`src/rtl/ptr_fetch_if.sv`:
```
// ptr_fetch_if: controller handshake and register-file read bus of the pointer fetch unit.
// Rev 1.0
`default_nettype none

interface ptr_fetch_if #(
  parameter int DATA_W = 16,
  parameter int TAP_W  = 8,
  parameter int RAM_AW = 10,
  parameter int RF_AW  = 6,
  parameter int IDX_W  = 4
) ();
  logic              en;
  logic              en_fetch;
  logic              ptrs_req;
  logic              idx_clr;
  logic              rf_rd_en;
  logic [RF_AW-1:0]  rf_addr;
  logic [DATA_W-1:0] rf_rd_data;
  logic              req_complete;
  logic              iw_valid;
  logic [TAP_W-1:0]  tap_count;
  logic [RAM_AW-1:0] smp_ptr;
  logic [RAM_AW-1:0] coef_ptr;
  logic [IDX_W-1:0]  struct_idx;

  // Controller / register-file side
  modport master (
    output en, en_fetch, ptrs_req, idx_clr, rf_rd_data,
    input  rf_rd_en, rf_addr, req_complete, iw_valid, tap_count, smp_ptr, coef_ptr, struct_idx
  );

  // Fetch unit side
  modport slave (
    input  en, en_fetch, ptrs_req, idx_clr, rf_rd_data,
    output rf_rd_en, rf_addr, req_complete, iw_valid, tap_count, smp_ptr, coef_ptr, struct_idx
  );
endinterface

`default_nettype wire

```
`src/rtl/ptr_fetch.sv`:
```
// ptr_fetch: reads 3-word pointer structs from the register file and decodes them for the upsampler.
// Rev 1.0
`default_nettype none

module ptr_fetch #(
  parameter int NUM_STRUCTS = 16,
  parameter int DATA_W      = 16,
  parameter int TAP_W       = 8,
  parameter int RAM_AW      = 10,
  parameter int RF_AW       = 6
) (
  input  logic         clk,
  input  logic         rst_n,
  ptr_fetch_if.slave   bus
);

  localparam int IDX_W = (NUM_STRUCTS > 1) ? $clog2(NUM_STRUCTS) : 1;

  localparam logic [2:0] S_IDLE = 3'd0;
  localparam logic [2:0] S_ISS0 = 3'd1;
  localparam logic [2:0] S_ISS1 = 3'd2;
  localparam logic [2:0] S_ISS2 = 3'd3;
  localparam logic [2:0] S_CAPT = 3'd4;
  localparam logic [2:0] S_DONE = 3'd5;

  logic [2:0]        r_state;
  logic [2:0]        w_next;
  logic              w_start;
  logic              w_abort;
  logic              w_issue;
  logic [RF_AW-1:0]  w_k;
  logic [RF_AW-1:0]  w_base;

  logic [IDX_W-1:0]  r_idx;
  logic              r_w0_valid;
  logic              r_w0_last;
  logic [TAP_W-1:0]  r_w0_tap;
  logic [RAM_AW-1:0] r_smp_cap;
  logic              r_iw_valid;
  logic [TAP_W-1:0]  r_tap;
  logic [RAM_AW-1:0] r_smp;
  logic [RAM_AW-1:0] r_coef;

  assign w_start = bus.en && bus.en_fetch && bus.ptrs_req;
  assign w_abort = !bus.en || bus.idx_clr;
  assign w_base  = RF_AW'({r_idx, 1'b0}) + RF_AW'(r_idx);

  always_ff @(posedge clk or negedge rst_n) begin
    if (!rst_n) begin
      r_state <= S_IDLE;
    end else begin
      r_state <= w_next;
    end
  end

  always_comb begin
    w_next = r_state;
    case (r_state)
      S_IDLE: if (w_start) w_next = S_ISS0;
      S_ISS0: w_next = w_abort ? S_IDLE : S_ISS1;
      S_ISS1: w_next = w_abort ? S_IDLE : S_ISS2;
      S_ISS2: w_next = w_abort ? S_IDLE : S_CAPT;
      S_CAPT: w_next = w_abort ? S_IDLE : S_DONE;
      S_DONE: if (bus.en) w_next = S_IDLE;
      default: w_next = S_IDLE;
    endcase
  end

  always_comb begin
    w_issue = 1'b0;
    w_k     = '0;
    case (r_state)
      S_ISS0: begin w_issue = 1'b1; w_k = RF_AW'(0); end
      S_ISS1: begin w_issue = 1'b1; w_k = RF_AW'(1); end
      S_ISS2: begin w_issue = 1'b1; w_k = RF_AW'(2); end
      default: ;
    endcase
  end

  assign bus.rf_rd_en     = w_issue && bus.en;
  assign bus.rf_addr      = w_issue ? (w_base + w_k) : '0;
  assign bus.req_complete = (r_state == S_DONE);

  // Read data trails the strobe by one cycle, so word k lands in the state after ISSk.
  always_ff @(posedge clk or negedge rst_n) begin
    if (!rst_n) begin
      r_idx      <= '0;
      r_w0_valid <= 1'b0;
      r_w0_last  <= 1'b0;
      r_w0_tap   <= '0;
      r_smp_cap  <= '0;
      r_iw_valid <= 1'b0;
      r_tap      <= '0;
      r_smp      <= '0;
      r_coef     <= '0;
    end else if (bus.en) begin
      if (r_state == S_IDLE && bus.en_fetch && bus.ptrs_req) begin
        r_iw_valid <= 1'b0;
      end
      if (bus.idx_clr) begin
        r_idx <= '0;
      end else if (r_state == S_DONE) begin
        r_idx <= (r_w0_last || r_idx == IDX_W'(NUM_STRUCTS - 1)) ? '0 : r_idx + IDX_W'(1);
      end
      case (r_state)
        S_ISS1: begin
          r_w0_valid <= bus.rf_rd_data[DATA_W-1];
          r_w0_last  <= bus.rf_rd_data[DATA_W-2];
          r_w0_tap   <= bus.rf_rd_data[TAP_W-1:0];
        end
        S_ISS2: r_smp_cap <= bus.rf_rd_data[RAM_AW-1:0];
        S_CAPT: begin
          if (!bus.idx_clr) begin
            r_tap      <= r_w0_tap;
            r_smp      <= r_smp_cap;
            r_coef     <= bus.rf_rd_data[RAM_AW-1:0];
            r_iw_valid <= r_w0_valid && (r_w0_tap != '0);
          end
        end
        default: ;
      endcase
    end
  end

  assign bus.iw_valid   = r_iw_valid;
  assign bus.tap_count  = r_tap;
  assign bus.smp_ptr    = r_smp;
  assign bus.coef_ptr   = r_coef;
  assign bus.struct_idx = r_idx;

endmodule

`default_nettype wire

```
`src/flat_wrapper.sv`:
```
// flat-port wrapper written by rule: the top's interface ports become plain ports
module ptr_fetch_flat 
#(
  parameter int NUM_STRUCTS = 16,
  parameter int DATA_W      = 16,
  parameter int TAP_W       = 8,
  parameter int RAM_AW      = 10,
  parameter int RF_AW       = 6
)
  (clk, rst_n, bus_en, bus_en_fetch, bus_ptrs_req, bus_idx_clr, bus_rf_rd_data, bus_rf_rd_en, bus_rf_addr, bus_req_complete, bus_iw_valid, bus_tap_count, bus_smp_ptr, bus_coef_ptr, bus_struct_idx);
  ptr_fetch_if #(.DATA_W(DATA_W), .TAP_W(TAP_W), .RAM_AW(RAM_AW), .RF_AW(RF_AW)) bus_i ();
  input  logic clk;
  input  logic rst_n;
  input wire logic [$bits(bus_i.en)-1:0] bus_en;
  input wire logic [$bits(bus_i.en_fetch)-1:0] bus_en_fetch;
  input wire logic [$bits(bus_i.ptrs_req)-1:0] bus_ptrs_req;
  input wire logic [$bits(bus_i.idx_clr)-1:0] bus_idx_clr;
  input wire logic [$bits(bus_i.rf_rd_data)-1:0] bus_rf_rd_data;
  output wire logic [$bits(bus_i.rf_rd_en)-1:0] bus_rf_rd_en;
  output wire logic [$bits(bus_i.rf_addr)-1:0] bus_rf_addr;
  output wire logic [$bits(bus_i.req_complete)-1:0] bus_req_complete;
  output wire logic [$bits(bus_i.iw_valid)-1:0] bus_iw_valid;
  output wire logic [$bits(bus_i.tap_count)-1:0] bus_tap_count;
  output wire logic [$bits(bus_i.smp_ptr)-1:0] bus_smp_ptr;
  output wire logic [$bits(bus_i.coef_ptr)-1:0] bus_coef_ptr;
  output wire logic [$bits(bus_i.struct_idx)-1:0] bus_struct_idx;
  assign bus_i.en = bus_en;
  assign bus_i.en_fetch = bus_en_fetch;
  assign bus_i.ptrs_req = bus_ptrs_req;
  assign bus_i.idx_clr = bus_idx_clr;
  assign bus_i.rf_rd_data = bus_rf_rd_data;
  assign bus_rf_rd_en = bus_i.rf_rd_en;
  assign bus_rf_addr = bus_i.rf_addr;
  assign bus_req_complete = bus_i.req_complete;
  assign bus_iw_valid = bus_i.iw_valid;
  assign bus_tap_count = bus_i.tap_count;
  assign bus_smp_ptr = bus_i.smp_ptr;
  assign bus_coef_ptr = bus_i.coef_ptr;
  assign bus_struct_idx = bus_i.struct_idx;
  ptr_fetch #(.NUM_STRUCTS(NUM_STRUCTS), .DATA_W(DATA_W), .TAP_W(TAP_W), .RAM_AW(RAM_AW), .RF_AW(RF_AW)) u_core (.clk(clk), .rst_n(rst_n), .bus(bus_i));
endmodule
```
`config.mk`:
```
export PLATFORM = sky130hd
export DESIGN_NAME = ptr_fetch_flat
export DESIGN_NICKNAME = d
export VERILOG_FILES = /design/src/rtl/ptr_fetch_if.sv /design/src/rtl/ptr_fetch.sv /design/src/flat_wrapper.sv
export SDC_FILE = /design/constraint.sdc
export NUM_CORES = 1
export LEC_CHECK = 0
export CAP_MARGIN = 10
export CORE_UTILIZATION = 35
export DETAILED_ROUTE_END_ITERATION = 16
export PLACE_DENSITY = 0.56
export RECOVER_POWER = 25
export SETUP_SLACK_MARGIN = 0.1
export SLEW_MARGIN = 20
export SYNTH_ARGS = -nofsm -noshare
export SYNTH_HDL_FRONTEND = slang
export SYNTH_SLANG_ARGS = --single-unit
```
`constraint.sdc`:
```
create_clock -name clk -period 3.05 [get_ports clk]
set_input_delay 0.61 -clock clk [delete_from_list [all_inputs] [get_ports clk]]
set_output_delay 0.61 -clock clk [all_outputs]
set_load 0.02 [all_outputs]
```
==> key figures, run 1 <==
Worst setup path
  – R2r setup slk: 1140 ps
  – CP endpoint kind: output pin
  – Worst Setup SP: u_core.r_state[2]
  – Crit path required time: 2440 ps
  – CP peak stage delay: 450 ps
  – Slowest CP cell: fa_1
  – Most frequent CP cell: inv_2
  – Crit-path cells: nand3b_1 > fa_1 > inv_2 > ha_4 > inv_2 > fa_2 > nor2b_1 > nor4_2 > buf_4
  – R2R Path Start: u_core.r_state[0]
  – Critical Path AT: between 2000 and 2500 ps
  – Crit path launch type: register
  – Critical path type: reg2out
  – CP Max Fanout: 2

Placed design
  – Placed cells: 357
  – GPL Wtd Cong: between 0.7 and 0.8
  – HPWL Detailed: 3.79 mm
  – Post-Place Cell Area: between 3000 and 4000 µm²
  – Buffers on Ports: just under 60

Timing
  – Final Cycle Share: 100%
  – RSZ-0062 raised after global routing: true
  – Final setup vio count: 1
  – Fmax achieved: about 0.33 GHz
  – Setup slack after layout: -0.426 ps
  – Layout Skew: 8.38 ps
  – Final-report hold violation count: 0
  – Count of pins over their slew limit: 0
  – Slew headroom: roughly an eighth
  – Slew @ Worst Pin: 1310 ps
  – Minimum clock period after layout: roughly 3000 ps

Power and ir drop
  – Power share of the sequential group: 58.7%
  – Psw: 0.000361 W
  – P_int: 0.00105 W
  – Pwr/cell area: about 390 nW/µm²
  – Switching Share: about a quarter
  – Peak VDD IR: around 0.18 mV
  – Lkg Pwr: 1.76 nW
  – Clk pwr share: between 20% and 30%
  – Comb power frac: between 10% and 20%

CTS
  – Clk Latency, worst-skew pair: roughly 300 ps
  – Total CTS buffers: 5
  – Max Root-Sink Buffers: 2
  – TritonCTS clock tree: yes
  – CTS root buf: clkbuf_8
  – # clock sinks: between 50 and 60
  – Clk pin slew, worst setup/hold paths: 100 ps
  – H-tree Lvls: 2

Layout
  – Post-layout util: 48.8%
  – Ant diodes: 0
  – Design Area, Final: around 3600 µm²
  – Synthesis-to-finish area growth: 33.2%
  – Nets: about 300
  – Final Instance Count excl. Fillers: 366
  – Share of layout cells above drive strength 1: 34.5%
  – Layout fillers: 704

Synth
  – Leading area contributor after synthesis: dfrtp_1
  – XOR/XNOR Fraction of Synth Area: less than 1%
  – Adder-cell share of the synthesized area: 5.19%
  – Mapped Cells: roughly 190
  – Most frequent cell after synthesis: dfrtp_1
  – Library cells used by synthesis: 40
  – Compound-gate portion of the synthesized area: roughly 4.6%
  – Ys Warns: 0
  – Synth Register Bits: 56
  – Ranking of synthesized cells by area: dfrtp_1 52%, mux2_4 15%, mux2_2 8.8%, ha_1 3.7%, fa_1 1.5%
  – Synth top area share: slightly above 50%
  – EDFF count, synth: 0
  – Avg Cell Area, Syn: 14.1 µm²
  – Commonest cells post-synth: 56 x dfrtp_1, 27 x mux2_4, 21 x mux2_2
  – Mapped Area: about 2700 µm²
  – Synth Area in Simple Gates: 9.92%
  – Largest family of logic cells by synthesized area: multiplexers
  – Mapped Nets: 223
  – Main synth FF type: dfrtp_1
  – Mux contribution to synthesized area: 24.2%
  – Seq/Total Area, Yosys: between 50 and 60%
  – Async SR Flop Fraction: between 90% and 100%

Status
  – Violated checks: negative setup slack
  – Outcome: complete, but fails checks

Floorplan
  – Chip height: about 90 µm
  – Die Span X: about 90 µm
  – Core area: between 7000 and 8000 µm²
  – Die ar.: around 8100 µm²
  – Starting Density: a little over a third
  – Num ports: between 60 and 70
  – Num rows: 31

Flow run
  – Max Cap Viol: 0

Detailed routing
  – WL per Instance: approximately 15 µm
  – Vias per inst: roughly 4.7
  – 1st-pass router iterations: 4
  – Post-route ant nets: 0
  – Vias: approximately 1700
  – Starting DRC count in detailed routing: 39
  – Drt total wl: around 5.4 mm
  – DRC Markers: 0

GRT
  – Global Route Usage Sum: ~14%
  – Gr ovfl total: 0
  – Antenna violations before repair: 0
  – Met3 Use GR: around 3.5%
  – Vias in the first global route: ~1700
  – First-pass GRT wire length: 8.88 mm
  – Met1 Track Usage GR: between 10% and 20%
  – Met2 Usage GRT: 21.0%
  – Most heavily used metal layer in global routing: met2
  – Largest net degree at the start of global routing: 25

Worst hold path
  – Hold WC Path Type: in2async
kinds of logic after synthesis:
kind of cell	count (synthesis)
AOI/OAI and AO/OA	17
xor gates and xnor gates	1
adders and majority gates	10
buffers and inverters	18
DFF	56
muxes	49
and+or+nand+nor	40
power by group through the flow:
stage	sequential (W)	combinational [W]	clock, W
global route	0.000840	0.000194	0.000454
floorplan	0.000841	0.0000961	0
finish	0.000831	0.000177	0.000407
detailed placement	0.000846	0.000179	0
CTS	0.000831	0.000181	0.000429
global placement	0.000845	0.000177	0
path summary, 6_finish.rpt:
kind,to,cells past startpoint
max in group asynchronous,u_core.bus.coef_ptr[4],2
setup / recovery,bus_rf_addr[3],9
hold / removal,u_core.bus.smp_ptr[6],1
hold reg to reg,u_core.bus.smp_ptr[1],1
setup reg to reg,u_core.bus.smp_ptr[8],5
min in group clk,u_core.bus.smp_ptr[1],1
layer usage:
layer | share of wire (%) | wire length [µm] | vias to the layer above
met5 | 0 | 0 | -
met4 | 0.82 | 44 | 0
met3 | 3.8 | 203 | 2
met2 | 46 | 2470 | 34
met1 | 49 | 2640 | 855
li1 | - | - | 824
through the flow:
stage / worst slack, ps / power, W / hold slack, ps / TNS, ps
2_1_floorplan: 109 / 0.000937 / 314 / 0
3_3_place_gp: -160 / 0.00102 / 484 / -401
3_5_place_dp: -184 / 0.00103 / 491 / -405
4_1_cts: -54.0 / 0.00144 / 215 / -54.0
5_1_grt: -92.6 / 0.00149 / 481 / -141
6_report: -0.426 / 0.00142 / 402 / -0.426
sequential cells by signal (all words and copies together), names as in the netlist:
register	flops
u_core.bus.struct_idx	4
u_core.bus.tap_count	8
u_core.bus.iw_valid	1
u_core.r_state	3
u_core.bus.coef_ptr	10
u_core.bus.smp_ptr	10
u_core.r_w0_last	1
u_core.r_w0_valid	1
u_core.r_w0_tap	8
u_core.r_smp_cap	10
cell usage in the layout (no fill, tap or decap), drive strengths merged, types with 3 or more instances in the layout:
cell / instances
dfrtp: 56
clkdlybuf4s50: 52
mux2: 48
buf: 20
inv: 11
ha: 8
clkbuf: 8
nor2b: 6
nand3: 5
nand2: 4
a21oi: 3
and2: 3
o21ai: 3
nand4: 3
nor3b: 3
and2b: 3
nor4: 3
layout make-up:
class / instances / area (µm²) / area share [%]
tap: 99 / 124 / 3.45
clock inverter: 3 / 22.5 / 0.627
clock buffer: 5 / 68.8 / 1.91
timing repair buffer: 76 / 708 / 19.7
inverter: 10 / 37.5 / 1.04
sequential: 56 / 1400 / 39.0
multi-input combinational: 117 / 1230 / 34.3
worst max-delay path, delay by kind of cell (launching register included):
| family | cells | cell delay [ps] |
|---|---|---|
| flip-flops | 1 | 380 |
| adder cells (fa/ha/maj) | 3 | 920 |
| buffers and inverters | 3 | 300 |
| AND/OR/NAND/NOR | 3 | 550 |
what timing repair did:
| action | in CTS | in global routing |
|---|---|---|
| pin swaps | 1 | 1 |
| buffers inserted | 1 | 0 |
| hold buffers | 0 | 0 |
| resized for setup | 25 | 5 |
| endpoints found under the setup margin | 5 | 4 |
No activity file was read; power rests on OpenSTA's default activity.
==> run 2, diff against run 1 <==
CTS_CLUSTER_SIZE = 28   (was default)
DONT_BUFFER_PORTS = 1   (was default)
PLACE_DENSITY = 0.46   (was 0.56)
==> key figures, run 2 (synthesized netlist as in run 1, its figures left out) <==
Timing
  – RSZ-0062 raised after global routing: true
  – Fmax achieved: approximately 0.33 GHz
  – Count of pins over their slew limit: 0
  – Setup slack after layout: slightly above 40 ps
  – Setup TNS Final: 0 ps
  – Final-report hold violation count: 0
  – Final Cycle Share: a little over nine tenths
  – Slew @ Worst Pin: roughly 1300 ps
  – Minimum clock period after layout: 3010 ps
  – Layout Skew: about 8.5 ps
  – Final setup vio count: 0
  – Slew headroom: a little under an eighth

Power and ir drop
  – Pwr/cell area: between 400 and 500 nW/µm²
  – Comb power frac: 9.3%
  – Power share of the sequential group: a little over three fifths
  – Lkg Pwr: 1.50 nW
  – Switching Share: about a quarter
  – Clk pwr share: between 20% and 30%
  – Peak VDD IR: 0.234 mV
  – P_int: 0.00102 W
  – Psw: 0.000317 W

Detailed routing
  – Vias: about 1500
  – WL per Instance: 16.8 µm
  – Starting DRC count in detailed routing: 42
  – DRC Markers: 0
  – Post-route ant nets: 0
  – Vias per inst: 5.01
  – Drt total wl: 5.05 mm
  – 1st-pass router iterations: 4

Worst setup path
  – CP peak stage delay: around 430 ps
  – CP delay by family, top: adder cells
  – Slowest CP cell: fa_1
  – CP endpoint kind: output pin
  – Worst path bufs/invs: 3
  – Crit-path cells: nand3b_1 > fa_1 > inv_1 > ha_2 > inv_2 > fa_2 > nor2b_1 > nor4_2 > buf_4
  – Critical path type: reg2out
  – Crit path launch type: register
  – Critical Path AT: 2400 ps
  – Crit path required time: 2440 ps
  – CP Max Fanout: 2

Floorplan
  – Die Span X: about 90 µm
  – Num ports: 63
  – Die ar.: 8070 µm²
  – Starting Density: between 30 and 40%
  – Core area: 7370 µm²
  – Num rows: 31
  – Chip height: approximately 90 µm

Layout
  – Ant diodes: 0
  – Synthesis-to-finish area growth: 9.13%
  – Final Instance Count excl. Fillers: 300
  – Nets: about 230
  – Share of layout cells above drive strength 1: around two fifths
  – Post-layout util: roughly two fifths
  – Layout fillers: 704
  – Design Area, Final: ~2900 µm²
  – Most common cell after layout, fill and taps aside: dfrtp_1
  – Commonest non-fill, non-tap cells in the layout: 55 x dfrtp_1, 27 x mux2_4, 21 x mux2_2, 10 x buf_4, 9 x inv_1

Flow run
  – Max Cap Viol: 0

Placed design
  – Post-Place Cell Area: around 2800 µm²
  – HPWL Detailed: 3.60 mm
  – GPL Wtd Cong: about 0.81
  – Buffers on Ports: 0
  – Pre-CTS WS: roughly 230 ps
  – Placed cells: between 200 and 300

GRT
  – Global Route Usage Sum: about an eighth
  – Vias in the first global route: 1603
  – Antenna violations before repair: 0
  – Gr ovfl total: 0
  – Largest net degree at the start of global routing: between 50 and 60
  – First-pass GRT wire length: roughly 8.5 mm

CTS
  – TritonCTS clock tree: yes
  – Clk Latency, worst-skew pair: a little under 300 ps
  – H-tree Lvls: 2
  – Clk pin slew, worst setup/hold paths: ~90 ps
  – Max Root-Sink Buffers: 2
  – Total CTS buffers: 5
  – CTS root buf: clkbuf_8
  – # clock sinks: 56

Worst hold path
  – Hold WC Path Type: in2reg

Status
  – Outcome: completed
## run 2: cell types whose count changed in the layout (fill, tap and decap cells not counted), moves of 2 or more
cell and delta:
clkbuf_1 -2, buf_4 -6, clkdlybuf4s50_1 -52, buf_6 -2
## run 2: timing repair
| action | CTS | global route |
|---|---|---|
| hold buffers | 1 | 0 |
| hold endpoints to repair | 56 | 0 |
| gates resized for setup | 7 | 0 |
| endpoints found under the setup margin | 3 | 4 |
| pin swaps | 4 | 3 |
| setup buffers | 1 | 0 |
## run 2: layout make-up
type / instances / area, µm² / area share (%)
clock inverters: 1 / 5.00 / 0.170
well taps: 99 / 124 / 4.21
inverters: 10 / 37.5 / 1.27
flip-flops and latches: 56 / 1400 / 47.6
clock buffers: 6 / 72.6 / 2.46
repair buffers: 11 / 80.1 / 2.72
multi-input cells: 117 / 1220 / 41.5
## run 2: path summary, 6_finish.rpt
check	slack, ps	to	cells after the start	start
max in group asynchronous	1560	u_core.r_state[1]	1	rst_n
hold / removal	380	u_core.r_state[1]	1	bus_idx_clr
setup reg to reg	1110	u_core.bus.coef_ptr[8]	4	u_core.r_state[0]
min in group asynchronous	600	u_core.bus.tap_count[7]	1	rst_n
setup / recovery	40	bus_rf_addr[3]	9	u_core.r_state[2]
hold reg to reg	500	u_core.bus.smp_ptr[1]	1	u_core.r_smp_cap[1]
## run 2: power by group through the flow
stage	registers (W)	logic, W	clock network (W)
6_report	0.000839	0.000124	0.000369
5_1_grt	0.000848	0.000141	0.000423
4_1_cts	0.000840	0.000131	0.000393
3_5_place_dp	0.000855	0.000111	0
3_3_place_gp	0.000854	0.000108	0
2_1_floorplan	0.000841	0.0000961	0
## run 2: stage by stage
step                      hold WS [ps]  total power [W]
final                              379          0.00133
after global placement             316         0.000963
after CTS                          166          0.00136
after global routing               366          0.00141
after floorplan                    314         0.000937
after detailed placement           316         0.000966
## run 2: routing by layer
metal / track usage (%) / share of wire (%)
met3: 4.91 / 6.9
met4: 3.69 / 0.44
met2: 21.3 / 49
met1: 16.9 / 44
met5: 0 / 0
==> run 3, diff against run 2 <==
PLACE_DENSITY = 0.56   (was 0.46)
==> key figures, run 3 (synthesized netlist as in run 1, its figures left out) <==
Status
  – Outcome: completed

Power and ir drop
  – Peak VDD IR: approximately 0.18 mV
  – Pwr/cell area: just over 500 nW/µm²
  – Lkg Pwr: ~1.5 nW

Worst setup path
  – Critical Path AT: about 2400 ps
  – CP peak stage delay: ~460 ps
  – Crit path launch type: register
  – Crit-path cells: nand3b_1 > fa_2 > inv_2 > ha_4 > inv_2 > fa_2 > nor2b_4 > nor4_2 > buf_4
  – Critical path type: reg2out
  – CP delay by family, top: adder cells
  – Slowest CP cell: dfrtp_2
  – Worst path bufs/invs: 3
  – CP endpoint kind: output pin
  – CP Max Fanout: 7
  – Crit path required time: ~2400 ps

Detailed routing
  – Drt total wl: a little over 5 mm
  – Vias per inst: 5.04
  – Post-route ant nets: 0
  – 1st-pass router iterations: 4
  – WL per Instance: approximately 17 µm
  – Vias: approximately 1500
  – Starting DRC count in detailed routing: between 80 and 90
  – DRC Markers: 0

CTS
  – CTS root buf: clkbuf_8
  – TritonCTS clock tree: yes
  – Clk Latency, worst-skew pair: about 300 ps
  – H-tree Lvls: 2
  – # clock sinks: 56
  – Clk pin slew, worst setup/hold paths: around 90 ps
  – Total CTS buffers: 5
  – Max Root-Sink Buffers: 2

Layout
  – Design Area, Final: between 3000 and 4000 µm²
  – Share of layout cells above drive strength 1: between 40% and 50%
  – Ant diodes: 0
  – Most common cell after layout, fill and taps aside: dfrtp_1
  – Commonest non-fill, non-tap cells in the layout: 55 x dfrtp_1, 27 x mux2_4, 21 x mux2_2, 10 x buf_4, 8 x inv_1
  – Synthesis-to-finish area growth: 12.1%
  – Layout fillers: around 710
  – Nets: about 230

GRT
  – First-pass GRT wire length: 8.82 mm
  – Global Route Usage Sum: 13.9%
  – Gr ovfl total: 0
  – Antenna violations before repair: 0
  – Vias in the first global route: around 1600
  – Met3 Use GR: around 3.7%
  – Met2 Usage GRT: approximately 21%
  – Largest net degree at the start of global routing: 57
  – Met1 Track Usage GR: about a fifth
  – Most heavily used metal layer in global routing: met2

Timing
  – Minimum clock period after layout: between 3000 and 4000 ps
  – Final-report hold violation count: 0
  – Count of pins over their slew limit: 0
  – Final setup vio count: 0
  – Final Cycle Share: between 90% and 100%
  – RSZ-0062 raised after global routing: true
  – Fmax achieved: roughly 0.33 GHz
  – Setup TNS Final: 0 ps
  – Slew @ Worst Pin: between 1000 and 1500 ps
  – Slew headroom: a little under a tenth
  – Layout Skew: slightly above 9 ps

Floorplan
  – Die Span X: approximately 90 µm
  – Chip height: ~90 µm
  – Core area: 7370 µm²
  – Starting Density: 36.6%
  – Num ports: 63
  – Die ar.: 8070 µm²
  – Num rows: 31

Placed design
  – GPL Wtd Cong: 0.797
  – HPWL Detailed: 3.50 mm
  – Post-Place Cell Area: 2840 µm²
  – Buffers on Ports: 0

Worst hold path
  – Hold WC Path Type: in2reg

Flow run
  – Max Cap Viol: 0
[run 3: worst register-to-register path: cells and delay by family, from the launching register on]
kind          cells  cell delay [ps]
flops             1              460
mux               1              500
simple gates      2              740
buf+inv           1              180
[run 3: metrics by stage]
stage | instances | total power, W | utilization (%) | setup slack [ps] | hold WS, ps
5_1_grt | 300 | 0.00160 | 41.1 | -48.9 | 357
6_report | 300 | 0.00152 | 41.1 | 40.6 | 377
3_5_place_dp | 291 | 0.000968 | 38.5 | 240 | 316
2_1_floorplan | 191 | 0.000937 | - | 109 | 314
4_1_cts | 299 | 0.00154 | 40.9 | 43.3 | 168
3_3_place_gp | 291 | 0.000962 | 38.5 | 257 | 316
[run 3: worst paths after layout]
check                               startpoint                      to  slack [ps]  depth (start not counted)
setup / recovery             u_core.r_state[0]          bus_rf_addr[3]          40                          9
hold / removal                     bus_idx_clr       u_core.r_state[1]         380                          1
setup reg to reg             u_core.r_state[0]  u_core.bus.coef_ptr[4]        1070                          4
hold reg to reg            u_core.r_smp_cap[7]   u_core.bus.smp_ptr[7]         510                          1
max in group asynchronous                rst_n       u_core.r_state[0]        1550                          1
min in group asynchronous                rst_n     u_core.r_smp_cap[7]         610                          1
[run 3: area by class of cell]
| cell class | instances | area [µm²] | area share (%) |
|---|---|---|---|
| clock buffer | 5 | 68.8 | 2.27 |
| inverter | 10 | 37.5 | 1.24 |
| sequential | 56 | 1400 | 46.4 |
| clock inverter | 2 | 60.1 | 1.99 |
| tap | 99 | 124 | 4.09 |
| timing repair buffer | 11 | 80.1 | 2.65 |
| multi-input combinational | 117 | 1250 | 41.4 |
[run 3: layer usage]
layer	routed length [µm]	part of all wire [%]
met1	2520	49
met2	2380	47
met3	178	3.5
met4	46	0.90
met5	0	0
[run 3: power breakdown]
part,internal (W),switching [W]
registers,0.000794,0.0000460
clock network,0.000323,0.000231
logic,0.0000673,0.0000624
[run 3: what timing repair did]
action	4_1_cts	5_1_grt
setup buffers	0	1
endpoints found under the setup margin	4	4
pin swaps	2	2
endpoints found under the hold margin	56	0
hold buffers	1	0
resized for setup	8	6
